==> config.mk <==
export PLATFORM = sky130hd
export DESIGN_NAME = vco_log_arbiter
export DESIGN_NICKNAME = d
export VERILOG_FILES = /design/src/rtl/discrete_audio_pkg.sv /design/src/rtl/vco_log_arbiter_rr_pick.sv /design/src/rtl/vco_log_arbiter.sv
export SDC_FILE = /design/constraint.sdc
export NUM_CORES = 1
export LEC_CHECK = 0
export ABC_CLOCK_PERIOD_IN_PS = 2300
export CAP_MARGIN = 10
export CORE_UTILIZATION = 36
export DETAILED_ROUTE_END_ITERATION = 8
export GPL_TIMING_DRIVEN = 0
export PLACE_DENSITY_LB_ADDON = 0.12
export RECOVER_POWER = 50
export SYNTH_ARGS = -nofsm -noshare
export SYNTH_HDL_FRONTEND = slang
export SYNTH_SLANG_ARGS = --single-unit
==> constraint.sdc <==
create_clock -name clk -period 2.3 [get_ports clk]
set_input_delay 0.23 -clock clk [delete_from_list [all_inputs] [get_ports clk]]
set_output_delay 0.23 -clock clk [all_outputs]
set_load 0.02 [all_outputs]
==> src/rtl/discrete_audio_pkg.sv <==
// rtl/discrete_audio_pkg.sv - shared widths and tag type for the discrete-audio log path
package discrete_audio_pkg;

  localparam int LOG_IN_W  = 24;
  localparam int LOG_OUT_W = 12;

  typedef struct packed {
    logic       valid;
    logic [2:0] idx;
  } log_tag_t;

endpackage

==> src/rtl/vco_log_arbiter_rr_pick.sv <==
// rtl/vco_log_arbiter_rr_pick.sv - combinational round-robin selector (first set bit at or after ptr, wrapping)
module rr_pick #(
  parameter int N = 4
) (
  input  logic [N-1:0] mask,
  input  logic [2:0]   ptr,
  output logic [N-1:0] grant,
  output logic [2:0]   idx,
  output logic         any
);

  always_comb begin
    grant = '0;
    idx   = '0;
    any   = 1'b0;
    // upper segment [ptr..N-1] has priority over the wrapped segment [0..ptr-1]
    for (int c = 0; c < N; c++) begin
      if (!any && mask[c] && (3'(c) >= ptr)) begin
        any      = 1'b1;
        grant[c] = 1'b1;
        idx      = 3'(c);
      end
    end
    for (int c = 0; c < N; c++) begin
      if (!any && mask[c] && (3'(c) < ptr)) begin
        any      = 1'b1;
        grant[c] = 1'b1;
        idx      = 3'(c);
      end
    end
  end

endmodule

==> src/rtl/vco_log_arbiter.sv <==
// rtl/vco_log_arbiter.sv - round-robin sharing of one pipelined natural_log among VCO channels
// Optional result cache for repeated arguments: define VCO_LOG_ARB_CACHE_EN.
module vco_log_arbiter
  import discrete_audio_pkg::*;
#(
  parameter int N_CH        = 4,
  parameter int LOG_LATENCY = 2,
  parameter int IN_W        = LOG_IN_W,
  parameter int OUT_W       = LOG_OUT_W
) (
  input  logic                   clk,
  input  logic                   I_RSTn,
  input  logic [N_CH-1:0]        req,
  input  logic [N_CH*IN_W-1:0]   arg,
  output logic [N_CH-1:0]        ack,
  output logic [N_CH*OUT_W-1:0]  result,
  output logic [IN_W-1:0]        log_in,
  input  logic [OUT_W-1:0]       log_out
);

  logic [N_CH-1:0]         inflight_q, inflight_d;
  logic [2:0]              ptr_q, ptr_d;
  log_tag_t [LOG_LATENCY:0] tag_q, tag_d;
  logic [IN_W-1:0]         log_in_q, log_in_d;
  logic [N_CH-1:0]         ack_q, ack_d;
  logic [N_CH*OUT_W-1:0]   result_q, result_d;
`ifdef VCO_LOG_ARB_CACHE_EN
  logic [N_CH*IN_W-1:0]    last_arg_q, last_arg_d;
  logic [N_CH*IN_W-1:0]    pend_arg_q, pend_arg_d;
  logic [N_CH-1:0]         cache_ok_q, cache_ok_d;
`endif

  logic [N_CH-1:0] elig, gnt_oh;
  logic [2:0]      gnt_idx;
  logic            gnt_any;
  logic [IN_W-1:0] gnt_arg;
  logic            gnt_hit;

  // a channel stays ineligible through its capture edge because inflight_q clears only then
  assign elig = req & ~inflight_q;

  rr_pick #(.N(N_CH)) u_pick (
    .mask  (elig),
    .ptr   (ptr_q),
    .grant (gnt_oh),
    .idx   (gnt_idx),
    .any   (gnt_any)
  );

  always_comb begin
    gnt_arg = '0;
    gnt_hit = 1'b0;
    for (int c = 0; c < N_CH; c++) begin
      if (gnt_oh[c]) begin
        gnt_arg = arg[c*IN_W +: IN_W];
`ifdef VCO_LOG_ARB_CACHE_EN
        gnt_hit = cache_ok_q[c] && (arg[c*IN_W +: IN_W] == last_arg_q[c*IN_W +: IN_W]);
`endif
      end
    end
  end

  always_comb begin
    inflight_d = inflight_q;
    ptr_d      = ptr_q;
    log_in_d   = log_in_q;
    ack_d      = '0;
    result_d   = result_q;
    tag_d[0]   = '0;
    for (int s = 1; s <= LOG_LATENCY; s++) tag_d[s] = tag_q[s-1];
`ifdef VCO_LOG_ARB_CACHE_EN
    last_arg_d = last_arg_q;
    pend_arg_d = pend_arg_q;
    cache_ok_d = cache_ok_q;
`endif

    for (int c = 0; c < N_CH; c++) begin
      if (tag_q[LOG_LATENCY].valid && (tag_q[LOG_LATENCY].idx == 3'(c))) begin
        result_d[c*OUT_W +: OUT_W] = log_out;
        ack_d[c]      = 1'b1;
        inflight_d[c] = 1'b0;
`ifdef VCO_LOG_ARB_CACHE_EN
        last_arg_d[c*IN_W +: IN_W] = pend_arg_q[c*IN_W +: IN_W];
        cache_ok_d[c] = 1'b1;
`endif
      end
    end

    if (gnt_any) begin
      ptr_d = (gnt_idx == 3'(N_CH-1)) ? 3'd0 : gnt_idx + 3'd1;
      if (gnt_hit) begin
        ack_d = ack_d | gnt_oh;
      end else begin
        log_in_d       = gnt_arg;
        tag_d[0].valid = 1'b1;
        tag_d[0].idx   = gnt_idx;
        inflight_d     = inflight_d | gnt_oh;
`ifdef VCO_LOG_ARB_CACHE_EN
        for (int c = 0; c < N_CH; c++) begin
          if (gnt_oh[c]) pend_arg_d[c*IN_W +: IN_W] = gnt_arg;
        end
`endif
      end
    end
  end

  always_ff @(posedge clk or negedge I_RSTn) begin
    if (!I_RSTn) begin
      inflight_q <= '0;
      ptr_q      <= '0;
      tag_q      <= '0;
      log_in_q   <= '0;
      ack_q      <= '0;
      result_q   <= '0;
`ifdef VCO_LOG_ARB_CACHE_EN
      last_arg_q <= '0;
      pend_arg_q <= '0;
      cache_ok_q <= '0;
`endif
    end else begin
      inflight_q <= inflight_d;
      ptr_q      <= ptr_d;
      tag_q      <= tag_d;
      log_in_q   <= log_in_d;
      ack_q      <= ack_d;
      result_q   <= result_d;
`ifdef VCO_LOG_ARB_CACHE_EN
      last_arg_q <= last_arg_d;
      pend_arg_q <= pend_arg_d;
      cache_ok_q <= cache_ok_d;
`endif
    end
  end

  assign ack    = ack_q;
  assign result = result_q;
  assign log_in = log_in_q;

endmodule

==> results_dict.tcl <==
set metrics [dict create \
    outcome "finished, final reports clean" \
    leakage_nw 2.71 \
    cts.sinks 91 \
    place_inst 649 \
    layout_common_cells "clkdlybuf4s50_1, nand2_1, dfrtp_1, a222oi_1, mux2_2" \
    yosys.area.top_type "dfrtp_1" \
    die_w_um 105 \
    max_stage_delay_ns 0.47 \
    crit_family "simple AND/OR/NAND/NOR gates" \
    cap_violations 0 \
    grt_max_degree 52 \
    busiest_layer "met2" \
    ys_seq_elements 91 \
    yosysWarnings 0 \
    arrival_ns 2.44 \
    required_ns 2.53 \
    diodes 0 \
    clock.fmax_mhz 453 \
    fin_crit_ns 2.21 \
    worstSetupPathType "flop to flop" \
    syn_area_per_cell_um2 11.8 \
    instances_no_fill 669 \
    wl_per_cell_um 16.8 \
    grt_usage 0.213 \
    cp.buffers_inverters 2 \
    detail_route.wirelength_um 11300 \
    critPathSlowestCell "dfrtp_2" \
    gr-usage-met3 0.0555 \
    layout-drive-gt1-share 0.116 \
    powerDensity_nw_per_um2 1360 \
    portBuffers 189 \
    netlist_instances 323 \
    clk_pin_slew_ns 0.09 \
    synth_cell_type_count 32 \
    synthFlopType "dfrtp_1" \
    drt_iter0_markers 413 \
    dpl.hpwl_um 8240 \
    cts_tree "yes" \
    root_buffer "clkbuf_8" \
    final-setup-viol-count 0 \
    crit_chain "and2_4, or2_2, nor3b_1, buf_6, buf_6, or2_2, ha_1, o32a_1" \
    maxSlewViolCount 0 \
    cts_buffers 9 \
    seq_area_frac_synth 0.600 \
    grt_pass1_wl_um 18300 \
    overflow 0 \
    synth_fp_nets 438 \
    tightest_slew_ns 0.969 \
    critPathCaptureType "flop" \
    drc 0 \
    power.total_mw 8.32 \
    dr_total_vias 3543 \
    yosys-top-cells-area "dfrtp_1, a222oi_1, nand2_1, mux2_2, clkbuf_1" \
    die-area_um2 11000 \
    fp.dieH_um 105 \
    core_um2 10300 \
    ant_nets 0 \
    syn-cell-area_um2 3800 \
    hold_violations 0 \
    clkLatencyLatePin_ns 0.34 \
    vias_per_cell 5.30 \
    first_global_vias 3637 \
    firstDrtPassIters 6 \
    cts_buffer_depth 2 \
    synth_edf_count 0 \
    layout_commonest_cell "clkdlybuf4s50_1" \
    grt_use_met1 0.261 \
    fillers 915 \
    critPathMaxFanout 10 \
    startpoint_type "flop" \
    synth_top_area_frac 0.600 \
    irDropWorstVdd_v 0.000551 \
    nets 644 \
    slew_headroom 0.354 \
    use_met2 0.366 \
    rsz0062_at_grt "no" \
    areaGrowthSynthToFinish_pct 61.4 \
    start_util 0.369 \
    hp-class "flop to flop" \
    htreeDepth 3 \
    antenna_found_initial 0 \
    period_share 0.960 \
    place_congestion 0.803 \
    pin_count 190 \
    skew_ns 0.00892 \
    fp-row-count 37 \
    async_flop_share 1.00 \
]
## cells by family (layout without fill, tap and decap cells)
kind of cell / after synthesis / count (layout) / synth area share
adders and majority gates: 1 / 1 / 0.00330
and+or+nand+nor: 122 / 122 / 0.147
buffers and inverters: 27 / 237 / 0.0310
muxes: 24 / 24 / 0.0712
DFF: 91 / 91 / 0.600
AOI/OAI and AO/OA: 58 / 58 / 0.148
## registers in the layout, indices dropped and copies added, names as in the netlist
name        count
ack             4
inflight_q      4
log_in         24
ptr_q           2
result         48
tag_d           6
tag_q           3
## cells in the mapped netlist, types with 2 or more instances
master and number:
nor3b_1 2, dfrtp_1 91, nand2_1 98, a222oi_1 48, nand2b_1 4, buf_6 2
nor2_1 2, and2_1 2, or2_2 4, mux2_2 24, inv_1 6, nand3b_1 2
clkbuf_1 17, a21o_1 3
## final cells by class
cell class                 count  area (um2)  area share
tap                          136         170      0.0278
inverter                       6        22.5     0.00368
clock inverter                 5        60.1     0.00980
multi-input combinational    205        1430       0.233
clock buffer                  10         138      0.0225
sequential                    91        2280       0.372
buffer                        21        96.3      0.0157
timing repair buffer         195        1930       0.316
## worst paths after layout
path	slack, ns	to	cells past startpoint	from
min reg2reg	0.35	tag_d[9]	0	tag_d[5]
max reg2reg	0.09	ptr_q[1]	8	ptr_q[1]
min	0.35	tag_d[9]	0	tag_d[5]
max in group asynchronous	0.42	result[10]	3	I_RSTn
min in group asynchronous	0.56	result[36]	2	I_RSTn
max	0.09	ptr_q[1]	8	ptr_q[1]
## through the flow
stage	cell area (um2)	hold slack, ns	TNS (ns)	setup slack, ns	utilization
after detailed placement	5880	0.247	-4.27	-0.555	0.572
after CTS	6120	0.356	0	0.0107	0.595
after floorplan	3800	-0.0656	0	0.0572	-
after global placement	5860	0.332	-213.63	-2.32	0.570
after global routing	6130	0.361	0	0.00881	0.596
final	6130	0.354	0	0.0929	0.596
## power by group
group          switching [mW]  internal (mW)
clock network           0.564          0.533
logic                    2.25           2.12
registers               0.454           2.40
total                    3.26           5.05
## metal layers
| layer | wire (um) | part of all wire |
|---|---|---|
| met5 | 0 | 0 |
| met1 | 4540 | 0.40 |
| met4 | 142 | 0.013 |
| met2 | 5560 | 0.49 |
| met3 | 1020 | 0.090 |
## repair_timing
item                                    CTS  global route
hold buffers                              1             0
pin swaps                                 2             0
gates resized for setup                   4             6
hold endpoints to repair                 40             0
endpoints found under the setup margin    2            14
setup buffers                             2             2
(Power assumes the default switching activity.)
